## config.mk

```make
export PLATFORM = sky130hd
export DESIGN_NAME = mem_bus_arbiter
export DESIGN_NICKNAME = d
export VERILOG_FILES = /design/src/rtl/riscv_pkg.sv /design/src/rtl/mem_bus_arbiter.sv
export SDC_FILE = /design/constraint.sdc
export NUM_CORES = 1
export LEC_CHECK = 0
export BUFFER_PORTS_ARGS = -buffer_cell sky130_fd_sc_hd__buf_2
export CAP_MARGIN = 5
export CORE_ASPECT_RATIO = 1.25
export CORE_MARGIN = 8
export CORE_UTILIZATION = 43
export CTS_CLUSTER_DIAMETER = 120
export DETAILED_ROUTE_END_ITERATION = 6
export MAX_ROUTING_LAYER = met4
export PLACE_DENSITY = 0.81
export SYNTH_ARGS = -nofsm -noshare
export SYNTH_HDL_FRONTEND = slang
export SYNTH_SLANG_ARGS = --single-unit
```

## constraint.sdc

```tcl
create_clock -name clk -period 2.2 [get_ports clk]
set_input_delay 0.66 -clock clk [delete_from_list [all_inputs] [get_ports clk]]
set_output_delay 0.66 -clock clk [all_outputs]
set_load 0.05 [all_outputs]
```

## src/rtl/riscv_pkg.sv

```systemverilog
// Shared core types and defaults used by the memory bus arbiter.
package riscv_pkg;

  localparam int unsigned XLEN           = 32;
  localparam int unsigned ARB_MAX_STARVE = 4;
  localparam int unsigned ARB_TIMEOUT    = 64;

  typedef enum logic [1:0] {
    ARB_IDLE,
    ARB_BUSY_I,
    ARB_BUSY_D
  } arb_state_t;

  // Request captured at grant time and replayed on the bus until completion.
  typedef struct packed {
    logic [XLEN-1:0] addr;
    logic [XLEN-1:0] wdata;
    logic [3:0]      be;
    logic            we;
  } arb_req_t;

endpackage

```

## src/rtl/mem_bus_arbiter.sv

```systemverilog
// Arbitrates fetch (imem) and LSU (dmem) requests onto one memory bus.
// A single transaction is outstanding at a time; completion (ack or timeout)
// returns a one-cycle ready pulse to the owner, followed by one idle bubble.
module mem_bus_arbiter #(
  // Must match riscv_pkg::XLEN, which sizes the captured request register.
  parameter int unsigned XLEN       = riscv_pkg::XLEN,
  parameter int unsigned MAX_STARVE = riscv_pkg::ARB_MAX_STARVE,
  parameter int unsigned TIMEOUT    = riscv_pkg::ARB_TIMEOUT
) (
  input  logic            clk,
  input  logic            reset,
  // Fetch port
  input  logic            imem_req,
  input  logic [XLEN-1:0] imem_addr,
  output logic [XLEN-1:0] imem_rdata,
  output logic            imem_ready,
  output logic            imem_err,
  // LSU port
  input  logic            dmem_rd_en,
  input  logic            dmem_wr_en,
  input  logic [XLEN-1:0] dmem_addr,
  input  logic [XLEN-1:0] dmem_wdata,
  input  logic [3:0]      dmem_byte_en,
  output logic [XLEN-1:0] dmem_rdata,
  output logic            dmem_ready,
  output logic            dmem_err,
  // Memory controller side
  output logic            bus_req,
  output logic            bus_we,
  output logic [XLEN-1:0] bus_addr,
  output logic [XLEN-1:0] bus_wdata,
  output logic [3:0]      bus_be,
  input  logic            bus_ack,
  input  logic [XLEN-1:0] bus_rdata
);
  import riscv_pkg::*;

  localparam int unsigned TimerW  = $clog2(TIMEOUT);
  localparam int unsigned StarveW = $clog2(MAX_STARVE + 1);
  localparam logic [TimerW-1:0]  TimerLast = TimerW'(TIMEOUT - 1);
  localparam logic [StarveW-1:0] StarveMax = StarveW'(MAX_STARVE);

  arb_state_t          state_q, state_d;
  arb_req_t            req_q, req_d;
  logic [TimerW-1:0]   timer_q, timer_d;
  logic [StarveW-1:0]  starve_q, starve_d;

  logic dreq;
  logic grant_d;
  logic grant_i;
  logic busy;
  logic expired;

  // Arbitration: dmem (older instruction) wins unless imem has been starved too long.
  always_comb begin
    dreq    = dmem_rd_en | dmem_wr_en;
    grant_d = (state_q == ARB_IDLE) && dreq && !(imem_req && (starve_q == StarveMax));
    grant_i = (state_q == ARB_IDLE) && !grant_d && imem_req;
  end

  // Next-state: capture on grant, count busy cycles, return to idle on ack or timeout.
  always_comb begin
    state_d  = state_q;
    req_d    = req_q;
    timer_d  = timer_q;
    starve_d = starve_q;
    case (state_q)
      ARB_IDLE: begin
        timer_d = '0;
        if (grant_d) begin
          state_d     = ARB_BUSY_D;
          req_d.addr  = dmem_addr;
          req_d.wdata = dmem_wdata;
          req_d.be    = dmem_byte_en;
          // A simultaneous read and write is treated as a write.
          req_d.we    = dmem_wr_en;
          if (imem_req && (starve_q != StarveMax)) begin
            starve_d = starve_q + 1'b1;
          end
        end else if (grant_i) begin
          state_d     = ARB_BUSY_I;
          req_d.addr  = imem_addr;
          req_d.wdata = '0;
          req_d.be    = 4'hF;
          req_d.we    = 1'b0;
          starve_d    = '0;
        end
      end
      ARB_BUSY_I, ARB_BUSY_D: begin
        if (bus_ack || (timer_q == TimerLast)) begin
          state_d = ARB_IDLE;
          timer_d = '0;
        end else begin
          timer_d = timer_q + 1'b1;
        end
      end
      default: state_d = ARB_IDLE;
    endcase
  end

  // State registers; reset abandons any in-flight transaction.
  always_ff @(posedge clk or negedge reset) begin
    if (!reset) begin
      state_q  <= ARB_IDLE;
      req_q    <= '0;
      timer_q  <= '0;
      starve_q <= '0;
    end else begin
      state_q  <= state_d;
      req_q    <= req_d;
      timer_q  <= timer_d;
      starve_q <= starve_d;
    end
  end

  // Outputs: bus driven from the captured request only while busy; ready/rdata pulse on completion.
  always_comb begin
    busy      = (state_q != ARB_IDLE);
    expired   = busy && !bus_ack && (timer_q == TimerLast);
    bus_req   = busy;
    bus_we    = busy & req_q.we;
    bus_addr  = busy ? req_q.addr : '0;
    bus_wdata = busy ? req_q.wdata : '0;
    bus_be    = busy ? req_q.be : 4'h0;

    imem_ready = (state_q == ARB_BUSY_I) && (bus_ack || expired);
    imem_err   = (state_q == ARB_BUSY_I) && expired;
    imem_rdata = ((state_q == ARB_BUSY_I) && bus_ack) ? bus_rdata : '0;

    dmem_ready = (state_q == ARB_BUSY_D) && (bus_ack || expired);
    dmem_err   = (state_q == ARB_BUSY_D) && expired;
    dmem_rdata = ((state_q == ARB_BUSY_D) && bus_ack) ? bus_rdata : '0;
  end

endmodule

```

======== Word-level counts from Yosys, hierarchy flattened ========
Cells that the tools add are included.
operators by class
  multiplexer cells ....................... 16
  bitwise gates (word level) .............. 2
  equal/unequal tests ..................... 8
  add/subtract/negate cells ............... 2
  reduce and logical (&&, ||, !) cells .... 27
operators by type and width
  operator                                                          count
  69-bit 2-to-1 mux                                                 2
  32-bit 2-to-1 mux                                                 4
  1-bit logical AND                                                 14
  6-bit case mux with 2 select lines                                1
  3-bit 2-to-1 mux                                                  3
  6-bit by 1-bit adder with 6-bit output (second input constant)    1
  6-bit == test (second input constant)                             1
  2-bit 2-to-1 mux                                                  3
  6-bit 2-to-1 mux                                                  1
  3-bit != test (second input constant)                             2
  2-bit nonzero test                                                3
  4-bit 2-to-1 mux                                                  1
  2-bit case mux with 2 select lines                                1
  2-bit AND reduction                                               2
  3-bit by 1-bit adder with 3-bit output (second input constant)    1
  3-bit == test (second input constant)                             1
  1-bit logical NOT                                                 3
  3-bit AND reduction                                               1
  2-bit by 1-bit == test with 1-bit output (second input constant)  1
  2-bit == test (second input constant)                             1
  2-bit logical NOT                                                 1
  1-bit logical OR                                                  2
  2-bit by 1-bit != test with 1-bit output (second input constant)  1
  2-bit != test (second input constant)                             1
  3 further kinds                                                   3
word-level totals
  register bits after elaboration ......... 80
  logic and storage cells ................. 62
  input bits .............................. 138
  output and inout bits ................... 138

======== Depth between registers and ports, before layout ========
Gate-level depths: netlist of the first run.
  depth in word-level cells ............... 10
  depth in mapped cells ................... 8
  mapped depth without buffers ............ 6

======== Worst setup path before layout of the first run ========
Ideal clock, no wire load.
  kind .................................... reg2out
  from .................................... reg state_q[0]
  to ...................................... out bus_addr[0]
  path buffers ............................ 2
  arrival ................................. 1.796 ns
  stages on the path, launching flop included .. 6
  data required time ...................... 1.540 ns
  setup slack ............................. -0.256 ns
  path through ............................ dfrtp_1 inv_1 ha_1 clkbuf_1 clkbuf_1 nor2b_1
on the way
  longest elaborated chain between the ends .. 2
ends and longest elaborated chain
  what                    RTL line                RTL
  start, declared         mem_bus_arbiter.sv:43   arb_state_t state_q, state_d;
  start signal, assigned  mem_bus_arbiter.sv:109  state_q <= state_d;
  2-bit nonzero test      mem_bus_arbiter.sv:118  busy = (state_q != ARB_IDLE);
  32-bit 2-to-1 mux       mem_bus_arbiter.sv:122  bus_addr = busy ? req_q.addr : '0;
  end, declared           mem_bus_arbiter.sv:30   output logic [XLEN-1:0] bus_addr,
No other way between the ends.

======== Worst setup path in the final report of the first run ========
  from .................................... reg timer_q[1]
  to ...................................... out imem_ready
on the way
  longest elaborated chain between the ends .. 4
ends and longest elaborated chain
  what                    RTL line                RTL
  start, declared         mem_bus_arbiter.sv:45   logic [TimerW-1:0] timer_q, timer_d;
  start signal, assigned  mem_bus_arbiter.sv:111  timer_q <= timer_d;
  6-bit == test           mem_bus_arbiter.sv:119  expired = busy && !bus_ack && (timer_q == TimerLast);
  1-bit logical AND       mem_bus_arbiter.sv:119
  1-bit logical OR        mem_bus_arbiter.sv:126  imem_ready = (state_q == ARB_BUSY_I) && (bus_ack || expired);
  1-bit logical AND       mem_bus_arbiter.sv:126
  end, declared           mem_bus_arbiter.sv:16   output logic imem_ready,
No other way between the ends.

==> out/results.txt, run 1 <==
The final-report setup violation count was 147. The mean routed wirelength per cell was 28.3 um; the hold slack was 0.265 ns. The die width was 105 um. The clock drives 80 sinks. Yosys printed 0 warnings. The first global-routing pass estimated 28200 um of wire. Maximum clock rate: 415 MHz. The tools report the cell at the root of the clock tree as clkbuf_16.

The number of failing hold endpoints at the final stage is 0. The share of final-layout standard cells stronger than drive strength 1 is 0.675, and the via total after detailed routing is 5229. The share of the cycle needed by the critical path after routing is 1.09, and the die span in y is 127 um. For the pin with the worst max-slew slack, the measured transition is 0.625 ns.

Counting every instance in the synthesized netlist gives 420. First-pass iteration count of the detailed router: 7. The final reports fail on design-rule violations, negative setup slack. The path class of the tightest hold or removal check is input port to async pin. The length in cells of the worst reg-to-reg path works out to 9.

The setup check on the worst reg-to-reg path leaves a slack of -0.16 ns. The synthesized design contains 0 enable-type register cells. The run gives 1 as the initial antenna violation count. Fraction of synthesized cell area taken by the top area cell type: 0.473. The total leakage power was 4.28 nW.

After clock tree synthesis, the clock-pin slew on the worst setup and hold paths is 0.06 ns. Summing every instance area after synthesis gives 4240 um2. The tools report the DRC marker count from the first detailed-route iteration as 580. In this run the standard cell core region covers 9610 um2.

Initial standard-cell utilization of the core: 0.441. The logs give -0.207 ns for the final worst slack and 12200 um for the HPWL reported at the end of detailed placement. Routability-driven placement finished with a final weighted congestion of 0.865. The minimum period implied by the final worst setup slack is 2.41 ns, and the H-tree level count is 3. The fraction of registers with async set or reset after synthesis is 1.00. The startpoint identified for the worst register-to-register timing path is state_q[1].

The worst endpoint required time was 1.54 ns; the signal arrival time at the worst endpoint was 1.75 ns. Remaining global-route overflow: 0. Across the run, the number of max-cap violations was 0. Setup repair after global routing could not meet its margin everywhere.

In this run the deepest clock path goes through 2 buffers. For the final-layout fill cell count, the log shows 333. After detailed placement, the design holds a cell count of 800. Area enclosed by the die boundary: 13300 um2. The most used flip-flop cell after synthesis is dfrtp_1. The run gives 3 as the residual DRC count.

Between clock sinks in the finished design, the worst skew comes to 0.00880 ns. Clock tree synthesis inserted a total of 9 buffers. The final count of pins violating max slew was 0; the total power divided by cell area was 1610 nW/um2. By instance count, the leading cell after synthesis is dfrtp_1.

The area growth from synthesis to layout is 106%. The slowest stage of the critical path is the dfrtp_1 cell. The port buffer count is 275, and the number of non-filler instances in the completed layout is 847. Sorting the synthesized cells by how often they occur yields dfrtp_1, nor2b_1, and3_1. Buffers inserted to repair hold after CTS numbered 0. TritonCTS built the clock tree. Synthesis inferred 80 register bits.

The flow ran to the end, but the final reports show violations. The global-route total usage across every layer is 0.273. After detailed routing, the number of vias per cell comes to 6.17. Worst slew margin relative to its limit: 0.581. The delay of the slowest cell on the worst path was 0.39 ns. The logs give 0.906 for the final core area utilization and 61 for the maximum number of pins on one net before global-route repair. The number of top-level pins is 276, and the number of global-route vias before repair is 5254.

The critical path goes through ha_2 -> and3_4 -> nand3_4 -> nor2_2 -> o21a_1 -> buf_6. The type of element capturing the critical path is an output pin. The logs give 0.473 for the post-synthesis sequential area ratio and 0 for the remaining antenna violation count after routing. After the last flow step, the layout net total stands at 860.

Type of the worst setup path: register to output pin. The clock latency on the worst-skew pair was 0.33 ns; the post-synth net total was 565. By area the synthesized netlist is led by dfrtp_1, nor2b_1, and3_1.

The power consumption was 14.0 mW; the post-synthesis area per instance was 10.1 um2. The synthesized design spends more area on one cell type than any other, namely dfrtp_1. The routed wire length was 24000 um; the worst slack at placement was 0.0500 ns. The maximum ir drop on the vdd rail was 0.000992 V. Worst reg2reg path endpoint: req_q[57]. The tools report the number of unique standard cell types used by synthesis as 37. STA classifies the critical path startpoint as a register. In this run the core area contains 40 standard-cell rows.

In this run the worst path has a maximum fanout of 2.
[through the flow]
step           setup TNS, ns  area (um2)
6_report              -13.99        8710
5_1_grt               -19.03        8710
4_1_cts                -5.22        7380
3_5_place_dp               0        6160
3_3_place_gp               0        6160
2_1_floorplan          -2.61        4460
[placed cells by master, fill, tap and decap left out, types with 2 or more instances in the layout]
cell and n:
a222oi_1 32, nand2_1 10, nor3_1 2, buf_8 74, and3_1 5, a32o_1 2, mux2i_1 2, inv_1 35
buf_16 3, clkbuf_16 20, inv_2 2, o21ai_0 6, a22o_1 34, and2_4 2, nor2_1 3, a31oi_1 2
nor2_2 2, buf_6 65, dfrtp_1 80, buf_2 136, o22a_1 4, buf_12 17, o21a_1 2, buf_4 17
and3_2 2, nor2b_4 69, clkinv_2 4, and3_4 58, ha_4 3, ha_1 3
[state kept, by name, indices dropped and copies added, names as in the netlist]
name,flops
req_q,69
state_q,2
starve_q,3
timer_q,6
[cells by family after synthesis]
family | count (synthesis) | synth area share
simple gates | 164 | 0.234
compound gates | 90 | 0.188
flops | 80 | 0.473
buf+inv | 77 | 0.0803
fa+ha+maj | 7 | 0.0207
mux | 2 | 0.00473
[worst max-delay path, delay by kind of cell, from the launching register on]
family,cells,cell delay [ns]
simple gates,3,0.45
flops,1,0.39
compound gates,1,0.18
buf+inv,1,0.17
fa+ha+maj,1,0.22
[report_power, final]
part	leakage (nW)	switching [mW]	internal, mW
Clock	0.132	0.594	0.758
Sequential	0.992	0.526	2.14
Combinational	3.16	5.60	4.43
[metal layers]
layer | global-route usage | wire length, um | share of wire
met5 | - | 0 | 0
met4 | 0.127 | 1120 | 0.047
met3 | 0.0905 | 2450 | 0.10
met2 | 0.463 | 12100 | 0.51
met1 | 0.282 | 8310 | 0.35
[cell type report]
cell class                 instances  area [um2]  share of cell area
sequential                        80        2000               0.230
tap                              126         158              0.0181
antenna                            1        2.50            0.000287
clock inverter                     6        36.3             0.00417
inverter                          38         150              0.0172
timing repair buffer             323        3350               0.385
multi-input combinational        263        2780               0.319
clock buffer                      10         229              0.0263
[what timing repair did]
action                     CTS  global route
setup endpoints to repair  138           132
pin swaps                    3            19
resized for setup          270           229
buffers inserted             6             7
gates cloned                 3            14
[worst max-delay path by stage]
stage                           from  cells past startpoint             end
after global routing      timer_q[1]                      6      imem_ready
after floorplan           state_q[0]                      5       bus_be[1]
after CTS                 timer_q[1]                      6        dmem_err
after global placement       bus_ack                      4  imem_rdata[25]
final                     timer_q[1]                      6      imem_ready
after detailed placement  timer_q[0]                      6        dmem_err
(Power assumes the default switching activity.)
==> inputs of run 2 (changes only) <==
Settings changed: RECOVER_POWER from default to 50.
==> run 2 against run 1 <==
Compared with the run above:
- the run still ends with design-rule violations, negative setup slack left
- maximum frequency about the same
- critical path depth unchanged
- via count down 0.21%
- power about the same
- die area unchanged
- clock power about the same
- clock skew about the same
- design area down 0.17%
- combinational power about the same
- routed wire length down 0.23%
- utilization down 0.16 points
- largest power group unchanged
==> out/results.txt, run 2 (synthesis gave the netlist of run 1 again) <==
The flow ran to the end, but the final reports show violations. The final reports fail on design-rule violations, negative setup slack. The die span in y works out to 127 um (unchanged). The startpoint of the worst register-to-register path was state_q[1]. The tools report the remaining antenna violation count after routing as 0 (unchanged). Setup repair after global routing could not meet its margin everywhere. Leaving out fill and tap cells, the most frequent cell in the layout is buf_2. The tools report the power share of the clock group as 0.096 (about the same).

Port buffer count: 275 (unchanged). For the HPWL reported at the end of detailed placement, the log shows 12200 um (unchanged). The first-pass iteration count of the detailed router was 7 (unchanged); the number of sinks on the clock net was 80 (unchanged). Grouping stages by cell kind, the critical path spends the most delay in simple AND/OR/NAND/NOR gates.

The number of buffer and inverter stages on the critical path was 1 (unchanged); the relative area change from synthesis to final layout was 105%. The number of global-route vias before repair was 5254 (unchanged). The critical path in this run is classified as register to output pin. For the global placer's final weighted congestion, the log shows 0.865 (unchanged). The tightest min-delay check is of the input port to async pin type. The run gives 0 (unchanged) as the number of failing hold endpoints at the final stage. The number of buffers inserted by hold repair at cts is 0 (unchanged).

The global-route total usage across every layer is 0.273 (unchanged). The DRC marker count from the first detailed-route iteration is 601 (+3.6%), and the number of standard-cell rows in the floorplan is 40 (unchanged). For the total clock buffers created by CTS, the log shows 9 (unchanged). The largest driver fanout on the critical path was 2 (unchanged); the total power divided by cell area was 1610 nW/um2 (about the same). The clock latency on the worst-skew pair is 0.33 ns (about the same), and the number of non-filler instances in the completed layout is 847 (unchanged).

The power consumption was 14.0 mW (about the same); the max-cap violation count was 0 (unchanged). The worst-case register-to-register setup slack is -0.17 ns (about the same), and the final count of pins violating max slew is 0 (unchanged). The net count reported at finish was 860 (unchanged); the worst-case clock buffer depth was 2 (unchanged). The tools report the type of element capturing the critical path as an output pin. The tools report the H-tree level count as 3 (unchanged). Worst slew margin relative to its limit: 0.480 (-0.101).

The internal power summed over all cells was 7.32 mW (about the same); the minimum period implied by the final worst setup slack was 2.41 ns (+0.00153 ns). The worst reg2reg path endpoint was req_q[57]. The largest registers in the layout are req_q x69, timer_q x6, starve_q x3.

Walking the worst path, the cells encountered are ha_2 -> and3_4 -> nand3_4 -> nor2_2 -> o21a_1 -> buf_6. The run gives 0 (unchanged) as the remaining global-route overflow. The tools report the placeable core area as 9610 um2 (unchanged).

STA classifies the critical path startpoint as a register. The maximum clock rate was 415 MHz (about the same); the signal arrival time at the worst endpoint was 1.75 ns (about the same). The delay of the slowest cell on the worst path was 0.39 ns (about the same); the number of top-level pins was 276 (unchanged). The slowest stage of the critical path is the dfrtp_1 cell. The maximum ir drop on the vdd rail is 0.000993 V (+0.13%). The switching power share of the total is 0.478 (about the same), and the routed wire length is 23900 um (-0.23%).

The die width came out at 105 um (unchanged). The number of flip-flops under the largest register name is 69 (unchanged), and the hold slack is 0.400 ns (+0.135 ns). The share of the cycle needed by the critical path after routing works out to 1.09 (about the same). The cell at the root of the clock tree is clkbuf_16. The clock transition time at the flip-flop clock pins of the worst setup and hold paths works out to 0.06 ns (about the same). For the setup clock skew after layout, the log shows 0.00876 ns (-0.0000477 ns).

The length in cells of the worst reg-to-reg path came out at 9 (unchanged). The switching component of the power was 6.71 mW (-0.12%); the total leakage power was 4.28 nW (-0.13%). Final sum of negative setup slack: -14.43 ns (-0.438 ns). The tools report the final-report setup violation count as 148 (+0.68%). The part of the total power dissipated in combinational logic is 0.714 (about the same). Mean routed wirelength per cell: 28.3 um (-0.23%). The worst endpoint required time came out at 1.54 ns (about the same). The residual DRC count is 15 (+12), and the via total after detailed routing is 5218 (-0.21%). For the final core area utilization, the log shows 0.905 (-0.00156). The vias per cell is 6.16 (-0.21%), and the initial standard-cell utilization of the core is 0.441 (unchanged). The initial antenna violation count is 1 (unchanged), and the number of logic stages on the critical path including buffering is 6 (unchanged). In the layout the commonest cells are buf_2, dfrtp_1, buf_8. The area enclosed by the die boundary is 13300 um2 (unchanged). The sequential cell fraction of total power was 0.190 (about the same). TritonCTS built the clock tree. The final worst slack is -0.209 ns (-0.00153 ns). The maximum number of pins on one net before global-route repair was 61 (unchanged). Share of final-layout standard cells stronger than drive strength 1: 0.675 (unchanged).

The logs give 800 (unchanged) for the number of placed instances, taps included and 28200 um (unchanged) for the global-route wire length before repair. The register ranked first by flip-flop count was req_q. The measured slew at the worst slew-check pin was 0.780 ns (+0.155 ns).
==> run 2: changes by cell type in the layout (fill, tap and decap cells not counted) <==
cell | before | now
buf_4 | 17 | 16
buf_12 | 17 | 16
clkbuf_4 | 0 | 1
clkbuf_2 | 0 | 1
==> run 2: how the worst max path moves through the flow <==
| stage | startpoint | to | slack [ns] |
|---|---|---|---|
| floorplan | state_q[0] | bus_be[1] | -0.05 |
| global placement | bus_ack | imem_rdata[25] | 0.12 |
| detailed placement | timer_q[0] | dmem_err | 0.05 |
| CTS | timer_q[1] | dmem_err | -0.10 |
| global route | timer_q[1] | imem_ready | -0.26 |
| finish | timer_q[1] | imem_ready | -0.21 |
==> run 2: power groups by stage <==
stage / sequential (mW) / clock (mW) / combinational, mW
after floorplan: 2.38 / 0 / 4.96
after global placement: 2.47 / 0 / 6.37
after detailed placement: 2.51 / 0 / 6.50
after CTS: 2.49 / 1.34 / 7.74
after global routing: 2.69 / 1.43 / 10.3
final: 2.66 / 1.35 / 10.0
==> run 2: layout make-up <==
cell class                 count  area [um2]
clock buffer                  10         229
multi-input combinational    263        2780
antenna                        1        2.50
sequential                    80        2000
tap                          126         158
fill                         336         916
inverter                      38         150
clock inverter                 6        36.3
timing repair buffer         323        3330
==> run 2: what timing repair did <==
action                                  4_1_cts  5_1_grt
endpoints found under the setup margin      138      132
buffers inserted                              6        7
pin swaps                                     3       19
gates resized for setup                     270      229
gates cloned                                  3       14
==> run 2: layer usage <==
layer | GRT usage | vias to the layer above | share of wire
met4 | 0.127 | 0 | 0.048
li1 | - | 2120 | -
met3 | 0.0905 | 86 | 0.10
met2 | 0.463 | 466 | 0.51
met5 | - | - | 0
met1 | 0.282 | 2546 | 0.34
==> run 2: through the flow <==
step                cell area (um2)  worst slack, ns
detailed placement             6160           0.0500
CTS                            7380           -0.105
global route                   8690           -0.262
floorplan                      4460          -0.0465
finish                         8690           -0.209
global placement               6160            0.121
==> inputs of run 3 (changes only) <==
Settings changed: PLACE_DENSITY 0.81 to 0.9, SETUP_SLACK_MARGIN from default to 0.05.
==> run 3 against run 2 <==
Compared with the run above:
- the run still ends with design-rule violations, negative setup slack left
- worst hold slack improved by 0.012 ns
- maximum frequency is 3.9% lower
- critical path type unchanged
- die area did not move
- highest routed layer unchanged
==> out/results.txt, run 3 (synthesis gave the netlist of run 1 again) <==
The number of non-filler instances in the completed layout was 863 (+1.9%). The library cell used most frequently in the layout, excluding fill and tap cells, is buf_2. The residual DRC count was 2 (-13). The type of element capturing the critical path is an output pin. The total power divided by cell area was 1670 nW/um2 (+3.3%). The max-cap violation count came out at 0 (unchanged).

The run gives 9610 um2 (unchanged) as the placeable core area. Final instance area: 8990 um2 (+3.4%). The critical path in this run is classified as register to output pin.

The mean routed wirelength per cell is 33.5 um (+19%), and the initial antenna violation count is 5 (+4). The tools report the multi-input logic area as 2810 um2 (+1.1%). The type of the tightest min-delay check is input port to async pin. The number of global-route vias before repair is 5597 (+6.5%). The setup clock skew after layout is 0.0101 ns (+0.00130 ns).

The tools report the clock latency on the worst-skew pair as 0.34 ns (about the same). The H-tree level count came out at 3 (unchanged). Setup repair after global routing could not meet its margin everywhere. Measured slew at the worst slew-check pin: 0.831 ns (+0.0505 ns).

The logs give 146 (-1.4%) for the final-report setup violation count and 28900 um (+21%) for the routed wire length. The die width was 105 um (unchanged). TritonCTS built the clock tree. The run gives 276 (unchanged) as the number of top-level pins. For the DRC marker count from the first detailed-route iteration, the log shows 1062 (+77%). The root buffer cell chosen for the clock tree is clkbuf_16. The run gives 0 (unchanged) as the remaining antenna violation count after routing. The vias per cell was 6.69 (+8.6%); the number of sinks on the clock net was 80 (unchanged).

The logs give 6130 um2 (-0.41%) for the post-place instance area and 0.330 (+0.0568) for the global-route total usage across every layer. The total clock buffers created by CTS is 9 (unchanged), and the final core area utilization is 0.936 (+0.0309). The logs give 264 (-21%) for the final-layout fill cell count and 7 (unchanged) for the first-pass iteration count of the detailed router. The die span in y is 127 um (unchanged).

For the final worst slack, the log shows -0.307 ns (-0.0982 ns). The port buffer count is 275 (unchanged). The checks that failed: design-rule violations, negative setup slack.

The logs give 0.000992 V (-0.11%) for the maximum ir drop on the vdd rail and 33400 um (+18%) for the global-route wire length before repair. Minimum period implied by the final worst setup slack: 2.51 ns (+0.0982 ns). From synthesis to final layout, the design area changed by 112%. The share of final-layout standard cells stronger than drive strength 1 came out at 0.692 (+0.0172). The hold slack is 0.412 ns (+0.0120 ns), and the clock transition time at the flip-flop clock pins of the worst setup and hold paths is 0.07 ns (about the same).

Signal arrival time at the worst endpoint: 1.85 ns (+0.10 ns). The largest registers in the layout are req_q x69, timer_q x6, starve_q x3. The via total after detailed routing was 5773 (+11%); the maximum number of pins on one net before global-route repair was 50 (-18%). The worst slew margin relative to its limit was 0.446 (-0.0337); the largest driver fanout on the critical path was 8 (+6). For the number of failing hold endpoints at the final stage, the log shows 0 (unchanged). The startpoint kind of the worst setup timing path was a register. The area enclosed by the die boundary came out at 13300 um2 (unchanged). The final count of pins violating max slew came out at 0 (unchanged).

The HPWL reported at the end of detailed placement was 12400 um (+1.5%); the share of the cycle needed by the critical path after routing was 1.14 (+0.0446). In the layout the commonest cells are buf_2, buf_8, dfrtp_1. For the sequential cell area, the log shows 2000 um2 (unchanged).

The logs give 2 (unchanged) for the worst-case clock buffer depth and 4.37 nW (+2.1%) for the total leakage power. The worst slack at placement is 0.0261 ns (-0.0239 ns), and the number of flip-flops under the largest register name is 69 (unchanged). The remaining global-route overflow was 0 (unchanged).

For the net count reported at finish, the log shows 871 (+1.3%). The run gives 0 (unchanged) as the number of buffers inserted by hold repair at cts. The number of placed instances, taps included was 800 (unchanged); the number of standard-cell rows in the floorplan was 40 (unchanged). More flip-flops sit in one register than any other, and that register is req_q.

The logs give 1.54 ns (about the same) for the worst endpoint required time and 0.441 (unchanged) for the initial standard-cell utilization of the core. The logs give -0.11 ns (+0.06 ns) for the worst-case register-to-register setup slack and 0.829 (-4.1%) for the global placer's final weighted congestion. The tools report the maximum clock rate as 399 MHz (-3.9%). The run finished, with violations left.
-- run 3: cell types whose count changed in the layout (fill, tap and decap cells not counted), moves of 3 or more --
cell and delta:
and3_1 -4, and3_4 +6, buf_12 +3, buf_6 -3, buf_8 +8, clkinv_2 -4, diode_2 +5, nor2b_2 +5
nor2b_4 -5
-- run 3: power breakdown --
group          internal, mW  leakage, nW  switching, mW  total, mW
clock                  1.03        0.155          0.641       1.67
combinational          4.62         3.22           5.97       10.6
sequential             2.14        0.992          0.586       2.72
total                  7.79         4.37           7.20       15.0
-- run 3: worst paths after layout --
kind                       cells past startpoint       start              to
setup / recovery                               6  state_q[0]  dmem_rdata[29]
hold / removal                                 1       reset       req_q[24]
setup reg to reg                               9  state_q[0]       req_q[46]
hold reg to reg                                2   req_q[41]       req_q[41]
max in group asynchronous                      2       reset       req_q[61]
min in group clk                               2   req_q[41]       req_q[41]
-- run 3: metrics by stage --
stage | setup TNS, ns | power [mW]
2_1_floorplan | -2.61 | 7.34
3_3_place_gp | 0 | 8.72
3_5_place_dp | 0 | 8.92
4_1_cts | -3.85 | 12.9
5_1_grt | -26.28 | 15.3
6_report | -25.15 | 15.0
-- run 3: repair_timing --
| action | 4_1_cts | 5_1_grt |
|---|---|---|
| setup buffers | 14 | 9 |
| gates resized for setup | 393 | 132 |
| pin swaps | 6 | 18 |
| gates cloned | 6 | 14 |
| endpoints found under the setup margin | 138 | 144 |
-- run 3: per-layer routing --
layer	up-vias	global-route usage	share of wire
li1	2148	-	-
met1	2707	0.343	0.31
met2	709	0.554	0.47
met3	209	0.102	0.14
met4	0	0.169	0.081
met5	-	-	0
-- run 3: area by class of cell --
cell class	count	area share
flip-flops and latches	80	0.223
clock buffers	10	0.0266
inverters	38	0.0164
multi-input cells	263	0.313
well taps	126	0.0175
diodes	6	0.00167
repair buffers	334	0.392
clock inverters	6	0.0103
-- run 3: critical path: stages (launching register included) --
cell       delay [ns]
dfrtp_1          0.43
inv_2            0.13
buf_6            0.12
ha_4             0.25
clkbuf_16        0.20
and3_4           0.21
buf_8            0.15
